## src/rtl/fp_add_pipe.sv

```systemverilog
// fp_add_pipe: 4-stage pipelined floating-point adder/subtractor with
// round-to-nearest-even, exception flags and a sideband tag.
// Optional feature macro: FP_ADD_SUBNORMAL_EN (gradual underflow);
// when undefined, subnormal inputs and tiny results flush to signed zero.
//
// Handshake: an operand pair is accepted on a rising edge where
// in_valid & in_ready; a result is consumed on a rising edge where
// out_valid & out_ready. The whole pipe advances together when the output
// register is empty or being consumed (advance = !out_valid | out_ready),
// so a stall freezes every stage and result/out_tag/flags hold steady.
module fp_add_pipe #(
    parameter int EXP_W = 8,
    parameter int MAN_W = 23,
    parameter int TAG_W = 4
) (
    input  logic                 clk,
    input  logic                 reset,
    input  logic                 in_valid,
    output logic                 in_ready,
    input  logic [EXP_W+MAN_W:0] a,
    input  logic [EXP_W+MAN_W:0] b,
    input  logic                 sub,
    input  logic [TAG_W-1:0]     in_tag,
    output logic                 out_valid,
    input  logic                 out_ready,
    output logic [EXP_W+MAN_W:0] result,
    output logic [TAG_W-1:0]     out_tag,
    output logic [3:0]           flags
);
    localparam int W   = 1 + EXP_W + MAN_W;
    localparam int SW  = MAN_W + 4;          // hidden + fraction + G/R/S
    localparam int AW  = 2 * (MAN_W + 3);    // alignment window
    localparam int LZW = $clog2(SW + 1);
    localparam int CW  = ((EXP_W > LZW) ? EXP_W : LZW) + 2;
    localparam logic [CW-1:0] EXP_ONES = CW'((1 << EXP_W) - 1);
    localparam logic [CW-1:0] MAX_SH   = CW'(MAN_W + 3);
    localparam logic [CW-1:0] ONE      = CW'(1);

    logic w_advance;
    assign w_advance = !out_valid | out_ready;
    assign in_ready  = w_advance & !reset;

    // ---------------- stage 1: unpack, classify, swap ----------------
    logic             w_a_sign, w_b_sign, w_a_ez, w_b_ez, w_a_eo, w_b_eo;
    logic             w_a_nan, w_b_nan, w_a_snan, w_b_snan, w_a_inf, w_b_inf;
    logic             w_a_ge, w_inf_clash;
    logic [EXP_W-1:0] w_a_expf, w_b_expf, w_a_e, w_b_e, w_x_e, w_y_e;
    logic [MAN_W-1:0] w_a_frac, w_b_frac;
    logic [MAN_W:0]   w_a_sig, w_b_sig;
    logic [3:0]       w_spec;  // {nan_out, invalid, inf_out, inf_sign}

    assign {w_a_sign, w_a_expf, w_a_frac} = a;
    assign w_b_sign = b[W-1] ^ sub;
    assign w_b_expf = b[W-2:MAN_W];
    assign w_b_frac = b[MAN_W-1:0];
    assign w_a_eo   = &w_a_expf;
    assign w_b_eo   = &w_b_expf;
    assign w_a_ez   = ~|w_a_expf;
    assign w_b_ez   = ~|w_b_expf;
    assign w_a_nan  = w_a_eo & (|w_a_frac);
    assign w_b_nan  = w_b_eo & (|w_b_frac);
    assign w_a_snan = w_a_nan & !w_a_frac[MAN_W-1];
    assign w_b_snan = w_b_nan & !w_b_frac[MAN_W-1];
    assign w_a_inf  = w_a_eo & ~|w_a_frac;
    assign w_b_inf  = w_b_eo & ~|w_b_frac;
    assign w_inf_clash = w_a_inf & w_b_inf & (w_a_sign ^ w_b_sign);
    assign w_spec = {w_a_nan | w_b_nan | w_inf_clash,
                     w_a_snan | w_b_snan | w_inf_clash,
                     w_a_inf | w_b_inf,
                     w_a_inf ? w_a_sign : w_b_sign};

`ifdef FP_ADD_SUBNORMAL_EN
    // Subnormals: hidden bit 0, effective exponent 1.
    assign w_a_e   = w_a_ez ? EXP_W'(1) : w_a_expf;
    assign w_b_e   = w_b_ez ? EXP_W'(1) : w_b_expf;
    assign w_a_sig = {!w_a_ez, w_a_frac};
    assign w_b_sig = {!w_b_ez, w_b_frac};
`else
    // Flush-to-zero: a zero exponent field means a signed zero.
    assign w_a_e   = w_a_ez ? '0 : w_a_expf;
    assign w_b_e   = w_b_ez ? '0 : w_b_expf;
    assign w_a_sig = w_a_ez ? '0 : {1'b1, w_a_frac};
    assign w_b_sig = w_b_ez ? '0 : {1'b1, w_b_frac};
`endif

    assign w_a_ge = {w_a_e, w_a_sig} >= {w_b_e, w_b_sig};
    assign w_x_e  = w_a_ge ? w_a_e : w_b_e;
    assign w_y_e  = w_a_ge ? w_b_e : w_a_e;

    logic             r_s1_valid, r_s1_sign, r_s1_eff_sub;
    logic [TAG_W-1:0] r_s1_tag;
    logic [3:0]       r_s1_spec;
    logic [EXP_W-1:0] r_s1_exp, r_s1_diff;
    logic [MAN_W:0]   r_s1_sig_x, r_s1_sig_y;

    // Stage 1 register: larger-magnitude operand becomes X.
    always_ff @(posedge clk) begin
        if (reset) begin
            r_s1_valid <= 1'b0;
        end else if (w_advance) begin
            r_s1_valid   <= in_valid;
            r_s1_tag     <= in_tag;
            r_s1_spec    <= w_spec;
            r_s1_sign    <= w_a_ge ? w_a_sign : w_b_sign;
            r_s1_eff_sub <= w_a_sign ^ w_b_sign;
            r_s1_exp     <= w_x_e;
            r_s1_diff    <= w_x_e - w_y_e;
            r_s1_sig_x   <= w_a_ge ? w_a_sig : w_b_sig;
            r_s1_sig_y   <= w_a_ge ? w_b_sig : w_a_sig;
        end
    end

    // ---------------- stage 2: align Y ----------------
    logic [CW-1:0] w_d, w_sh_y;
    logic [AW-1:0] w_wide;
    logic [SW-1:0] w_y_al;

    assign w_d    = CW'(r_s1_diff);
    assign w_sh_y = (w_d > MAX_SH) ? MAX_SH : w_d;
    assign w_wide = {r_s1_sig_y, {(MAN_W + 5){1'b0}}} >> w_sh_y;
    assign w_y_al = {w_wide[AW-1:MAN_W+3], |w_wide[MAN_W+2:0]};

    logic             r_s2_valid, r_s2_sign, r_s2_eff_sub;
    logic [TAG_W-1:0] r_s2_tag;
    logic [3:0]       r_s2_spec;
    logic [EXP_W-1:0] r_s2_exp;
    logic [SW-1:0]    r_s2_x, r_s2_y;

    // Stage 2 register: aligned significands with guard/round/sticky.
    always_ff @(posedge clk) begin
        if (reset) begin
            r_s2_valid <= 1'b0;
        end else if (w_advance) begin
            r_s2_valid   <= r_s1_valid;
            r_s2_tag     <= r_s1_tag;
            r_s2_spec    <= r_s1_spec;
            r_s2_sign    <= r_s1_sign;
            r_s2_eff_sub <= r_s1_eff_sub;
            r_s2_exp     <= r_s1_exp;
            r_s2_x       <= {r_s1_sig_x, 3'b000};
            r_s2_y       <= w_y_al;
        end
    end

    // ---------------- stage 3: add / subtract ----------------
    logic [SW:0] w_sum;
    assign w_sum = r_s2_eff_sub ? ({1'b0, r_s2_x} - {1'b0, r_s2_y})
                                : ({1'b0, r_s2_x} + {1'b0, r_s2_y});

    logic             r_s3_valid, r_s3_sign, r_s3_eff_sub;
    logic [TAG_W-1:0] r_s3_tag;
    logic [3:0]       r_s3_spec;
    logic [EXP_W-1:0] r_s3_exp;
    logic [SW:0]      r_s3_sum;

    // Stage 3 register: raw sum with carry-out; X >= Y so no negation needed.
    always_ff @(posedge clk) begin
        if (reset) begin
            r_s3_valid <= 1'b0;
        end else if (w_advance) begin
            r_s3_valid   <= r_s2_valid;
            r_s3_tag     <= r_s2_tag;
            r_s3_spec    <= r_s2_spec;
            r_s3_sign    <= r_s2_sign;
            r_s3_eff_sub <= r_s2_eff_sub;
            r_s3_exp     <= r_s2_exp;
            r_s3_sum     <= w_sum;
        end
    end

    // ---------------- stage 4: normalize, round, pack ----------------
    logic [CW-1:0]    w_lz, w_sh, w_exp_x, w_exp_n, w_exp_r;
    logic [SW-1:0]    w_norm;
    logic [MAN_W:0]   w_mant;
    logic [MAN_W+1:0] w_rnd;
    logic [MAN_W-1:0] w_frac;
    logic [EXP_W-1:0] w_exp_field;
    logic             w_hidden, w_tiny, w_flush, w_inexact, w_inc;
    logic [W-1:0]     w_res;
    logic [3:0]       w_flg;

    // Leading-zero count of the sum below the carry bit.
    always_comb begin
        w_lz = CW'(SW);
        for (int i = 0; i < SW; i++) begin
            if (r_s3_sum[i]) w_lz = CW'(SW - 1 - i);
        end
    end

    // Normalize: right by one on carry, else left by the leading-zero count.
    always_comb begin
        w_exp_x = CW'(r_s3_exp);
        w_sh    = '0;
        w_tiny  = 1'b0;
        w_flush = 1'b0;
        w_norm  = '0;
        w_exp_n = w_exp_x;
        if (r_s3_sum[SW]) begin
            w_norm  = {r_s3_sum[SW:2], r_s3_sum[1] | r_s3_sum[0]};
            w_exp_n = w_exp_x + ONE;
        end else begin
`ifdef FP_ADD_SUBNORMAL_EN
            // Stop shifting at exponent 1; a clear hidden bit marks a subnormal.
            w_sh    = (w_lz > w_exp_x - ONE) ? (w_exp_x - ONE) : w_lz;
            w_norm  = r_s3_sum[SW-1:0] << w_sh;
            w_exp_n = w_exp_x - w_sh;
            w_tiny  = !w_norm[SW-1];
`else
            w_sh    = w_lz;
            w_norm  = r_s3_sum[SW-1:0] << w_sh;
            w_exp_n = w_exp_x - w_sh;
            w_tiny  = (w_lz >= w_exp_x);
            w_flush = w_tiny;
`endif
        end
    end

    // Round to nearest even, re-normalize on mantissa overflow, then pack.
    always_comb begin
        w_mant    = w_norm[SW-1:3];
        w_inexact = |w_norm[2:0];
        w_inc     = w_norm[2] & (w_norm[1] | w_norm[0] | w_norm[3]);
        w_rnd     = {1'b0, w_mant} + {{(MAN_W + 1){1'b0}}, w_inc};
        if (w_rnd[MAN_W+1]) begin
            w_frac   = w_rnd[MAN_W:1];
            w_hidden = 1'b1;
            w_exp_r  = w_exp_n + ONE;
        end else begin
            w_frac   = w_rnd[MAN_W-1:0];
            w_hidden = w_rnd[MAN_W];
            w_exp_r  = w_exp_n;
        end
        w_exp_field = w_hidden ? w_exp_r[EXP_W-1:0] : {EXP_W{1'b0}};
        w_res = '0;
        w_flg = '0;
        if (r_s3_spec[3]) begin
            w_res = {1'b0, {EXP_W{1'b1}}, 1'b1, {(MAN_W - 1){1'b0}}};
            w_flg = {r_s3_spec[2], 3'b000};
        end else if (r_s3_spec[1]) begin
            w_res = {r_s3_spec[0], {EXP_W{1'b1}}, {MAN_W{1'b0}}};
        end else if (r_s3_sum == '0) begin
            w_res = {!r_s3_eff_sub & r_s3_sign, {(W - 1){1'b0}}};
        end else if (w_flush) begin
            w_res = {r_s3_sign, {(W - 1){1'b0}}};
            w_flg = 4'b0011;
        end else if (w_exp_r >= EXP_ONES) begin
            w_res = {r_s3_sign, {EXP_W{1'b1}}, {MAN_W{1'b0}}};
            w_flg = 4'b0101;
        end else begin
            w_res = {r_s3_sign, w_exp_field, w_frac};
            w_flg = {2'b00, w_tiny & w_inexact, w_inexact};
        end
    end

    logic             r_out_valid;
    logic [W-1:0]     r_result;
    logic [TAG_W-1:0] r_out_tag;
    logic [3:0]       r_flags;

    // Output register: holds while the consumer stalls.
    always_ff @(posedge clk) begin
        if (reset) begin
            r_out_valid <= 1'b0;
            r_result    <= '0;
            r_out_tag   <= '0;
            r_flags     <= '0;
        end else if (w_advance) begin
            r_out_valid <= r_s3_valid;
            if (r_s3_valid) begin
                r_result  <= w_res;
                r_out_tag <= r_s3_tag;
                r_flags   <= w_flg;
            end
        end
    end

    assign out_valid = r_out_valid;
    assign result    = r_result;
    assign out_tag   = r_out_tag;
    assign flags     = r_flags;
endmodule

```

## config.mk

```make
export PLATFORM = sky130hd
export DESIGN_NAME = fp_add_pipe
export DESIGN_NICKNAME = d
export VERILOG_FILES = /design/src/rtl/fp_add_pipe.sv
export SDC_FILE = /design/constraint.sdc
export NUM_CORES = 1
export LEC_CHECK = 0
export ABC_AREA = 1
export CELL_PAD_IN_SITES_DETAIL_PLACEMENT = 1
export CELL_PAD_IN_SITES_GLOBAL_PLACEMENT = 1
export CORE_MARGIN = 10
export CORE_UTILIZATION = 48
export DETAILED_ROUTE_END_ITERATION = 16
export PLACE_DENSITY_LB_ADDON = 0.12
export SYNTH_ARGS = -nofsm -noshare
export SYNTH_HDL_FRONTEND = slang
export SYNTH_SLANG_ARGS = --single-unit
```

## constraint.sdc

```tcl
create_clock -name clk -period 24.6 [get_ports clk]
set_clock_uncertainty 0.1 [all_clocks]
set_input_delay 4.92 -clock clk [delete_from_list [all_inputs] [get_ports clk]]
set_output_delay 4.92 -clock clk [all_outputs]
set_load 0.01 [all_outputs]
```

==> flow_summary_export.csv <==
group,metric,value,unit
run_status,status,"complete, no violations",
critical_path,crit_path_start_kind,"primary input",
sta,fin_crit,11.97,ns
pwr,seqPwrFrac,37.0,%
sta,setup_violations,0,
logic_synthesis,synth_seq_cells,233,
drt,num_vias,15300,
grt,grt_pass1_wl,84.2,mm
sta,setup_tns,0,ns
placed_design,dpl.cell_count,2633,
critical_path,cp-end-kind,"output port",
clock_network,cts.path.max_buffers,3,
grt,grt_start_max_net_pins,190,
job,drv_cap,0,
pwr,leakage,8.03,nW
drt,routed_wl,52.0,mm
floorplan,pin_count,115,
floorplan,die-height,204,µm
min_path,hold_path.class,"flip-flop to flip-flop",
placed_design,port_buffers,114,
sta,clock.fmax,83.5,MHz
critical_path,worst-setup-path-type,"primary input to output port",
clock_network,h-tree-depth,1,
final_layout,multi_input_area,8330,µm²
sta,hold_slack,0.319,ns
logic_synthesis,async_flop_share,0,%
drt,first_pass_iters,5,
critical_path,crit_fanout,30,
critical_path,crit_start,"reset",
grt,overflow,0,
grt,grt_use_total,24.6,%
clock_network,cts.repair.resized,0,
pwr,ir_worst_vdd,0.0525,mV
final_layout,instances_no_fill,2684,
drt,viasPerCell,5.70,
pwr,p_comb_share,30.5,%
final_layout,regArea,6560,µm²
logic_synthesis,avgSynthCellArea,7.56,µm²
clock_network,cts_tree,"built",
logic_synthesis,synth_edf_count,189,
critical_path,reg2reg_depth,40,
pwr,p_total,1.36,mW
drt,drc,0,
floorplan,start_util,48.5,%
drt,ant_nets,0,
logic_synthesis,syn_area,16200,µm²
critical_path,critical_path.endpoint,"in_ready",
clock_network,cts.reportedPaths.clkPinSlew,0.06,ns
clock_network,cts_made_buffers,28,
critical_path,cp.arrival,6.95,ns
placed_design,hpwl,39.5,mm
sta,rsz0062_at_grt,"no",
sta,relSlewSlack,19.6,%
critical_path,cpMostUsedCell,"clkdlybuf4s50_1",
logic_synthesis,synth_cell_types,57,
pwr,p_clk_share,32.5,%
final_layout,area_growth,15.0,%
critical_path,rr_endpoint,"result[22]",
placed_design,gp_congestion,0.888,
drt,avgRoutedWirePerCell,19.4,µm
critical_path,slowest_stage,"clkdlybuf4s50_1",
pwr,power_switching,483,µW
sta,final-hold-violation-count,0,
final_layout,final_util,55.8,%
drt,drtIter0Drc,999,
logic_synthesis,yosysWarnings,0,
floorplan,die_w,204,µm
clock_network,insertion_delay,0.55,ns
clock_network,postCtsSetupBuffers,0,
logic_synthesis,syn-instance-count,2145,
logic_synthesis,syn-num-nets,2310,
pwr,p_int,882,µW
critical_path,slowest_delay,1.02,ns
final_layout,drive_gt1_share,4.29,%
floorplan,coreArea,33400,µm²
pwr,power_density,73.2,nW/µm²
critical_path,r2r_setup_slack,18.18,ns
critical_path,rr_startpoint,"r_s3_sum[3]",
clock_network,cts_sinks,233,
critical_path,crit_chain,"clkdlybuf4s50_1, nor2_4, clkdlybuf4s50_1",
clock_network,root_buffer,"clkbuf_16",
clock_network,cts_hold_buf,0,
final_layout,fillerInstances,4126,
final_layout,layout.nets,2380,
grt,grt_pass1_vias,15900,
grt,grt_antenna_before_repair,0,
sta,slew_violations,0,
logic_synthesis,synth-seq-area-share,40.4,%
floorplan,dieArea,41600,µm²
final_layout,antenna_cells,0,
pwr,switching_share,35.4,%
sta,tightestPinTransition,1.20,ns
logic_synthesis,synth_ff_type,"edfxtp_1",
critical_path,required,19.58,ns
sta,period_share,48.7,%
floorplan,fp-row-count,67,
## sequential cells by signal, indices dropped and copies added (netlist names), 4 cells and up
signal,flops
r_s2_tag,4
r_s1_spec,4
r_s2_y,27
r_s1_diff,8
r_s3_spec,4
r_s1_sig_y,24
r_s1_tag,4
r_s3_sum,28
r_s1_sig_x,24
r_s2_spec,4
r_s3_tag,4
flags,4
r_s3_exp,8
r_s2_x,24
r_s1_exp,8
result,32
r_s2_exp,8
out_tag,4
## area by class of cell
class                   instances  share of cell area [%]
multi-input cells            1570                    44.6
well taps                     448                    3.01
flip-flops and latches        233                    35.2
inverters                     253                    5.09
clock inverters                16                    1.20
repair buffers                129                    6.79
clock buffers                  35                    4.12
## placed cells by master, fill, tap and decap left out, types with 3 or more instances in the layout
cell	n
a211oi_1	4
a21oi_1	123
a22oi_1	5
a31oi_1	8
buf_4	14
bufinv_16	5
clkbuf_1	4
clkbuf_16	29
clkdlybuf4s50_1	114
clkinv_1	5
clkinv_2	4
dfxtp_1	44
edfxtp_1	189
ha_1	90
inv_1	246
inv_2	3
nand2_1	533
nand2_2	7
nand3_1	232
nand3_2	4
nand3b_1	3
nand4_1	37
nor2_1	145
nor2_2	8
nor2_4	3
nor3_1	26
nor4_1	16
o21ai_0	177
o21ai_1	7
o21bai_1	5
o22ai_1	29
o31ai_1	14
xnor2_1	14
xor2_1	47
## metrics by stage
stage	cell area (µm²)	setup slack [ns]
2_1_floorplan	16200	6.48
3_3_place_gp	17700	12.67
3_5_place_dp	17700	12.63
4_1_cts	18700	12.61
5_1_grt	18700	12.50
6_report	18700	12.63
## logic make-up after synthesis
logic type | count (synthesis) | synth area share [%]
compound gates | 393 | 13.4
xor+xnor | 61 | 3.29
fa+ha+maj | 92 | 7.19
buf+inv | 342 | 8.34
flops | 233 | 40.4
mux | 2 | 0.123
simple gates | 1022 | 27.3
## how the worst min path moves through the flow
stage / to / start / slack (ns) / cells after the start
6_report: r_s2_tag[3] / r_s1_tag[3] / 0.32 / 0
4_1_cts: r_s2_tag[1] / r_s1_tag[1] / 0.32 / 0
3_3_place_gp: r_s3_exp[3] / r_s2_exp[3] / 0.30 / 0
3_5_place_dp: r_s2_tag[3] / r_s1_tag[3] / 0.31 / 0
2_1_floorplan: r_s2_eff_sub / r_s1_eff_sub / 0.30 / 0
5_1_grt: r_s3_tag[3] / r_s2_tag[3] / 0.33 / 0
## worst max-delay path, delay by kind of cell
family / cells / cell delay, ns
buffers and inverters: 2 / 1.61
and+or+nand+nor: 1 / 0.41
## synth_stat cells, types with 7 or more instances
library cell  instances  area [µm²]
xor2_1               47         412
nand2_1             533        2000
nand3_1             232        1160
ha_1                 90        1130
o31ai_1              14         105
clkbuf_1             62         233
nor4_1               16         100
xnor2_1              14         123
a21oi_1             123         616
nor2_1              147         552
o21ai_1               7        35.0
a31oi_1               8        50.1
o21ai_0             177         886
buf_2                13        65.1
dfxtp_1              44         881
nor2_2                7        43.8
edfxtp_1            189        5680
o22ai_1              29         181
nand4_1              37         231
inv_1               246         923
nand2_2               7        43.8
nor3_1               26         130
## power groups by stage
stage,logic [mW],registers [mW],clock network [mW]
floorplan,0.295,0.501,0
global placement,0.393,0.510,0
detailed placement,0.408,0.513,0
CTS,0.414,0.505,0.449
global route,0.471,0.509,0.465
finish,0.416,0.505,0.443
## layer usage
layer | wire (µm) | global-route usage [%]
met1 | 23500 | 31.8
met2 | 25600 | 43.4
met3 | 1950 | 2.27
met4 | 1060 | 6.00
met5 | 0 | 0
No activity file was read; power rests on OpenSTA's default activity.
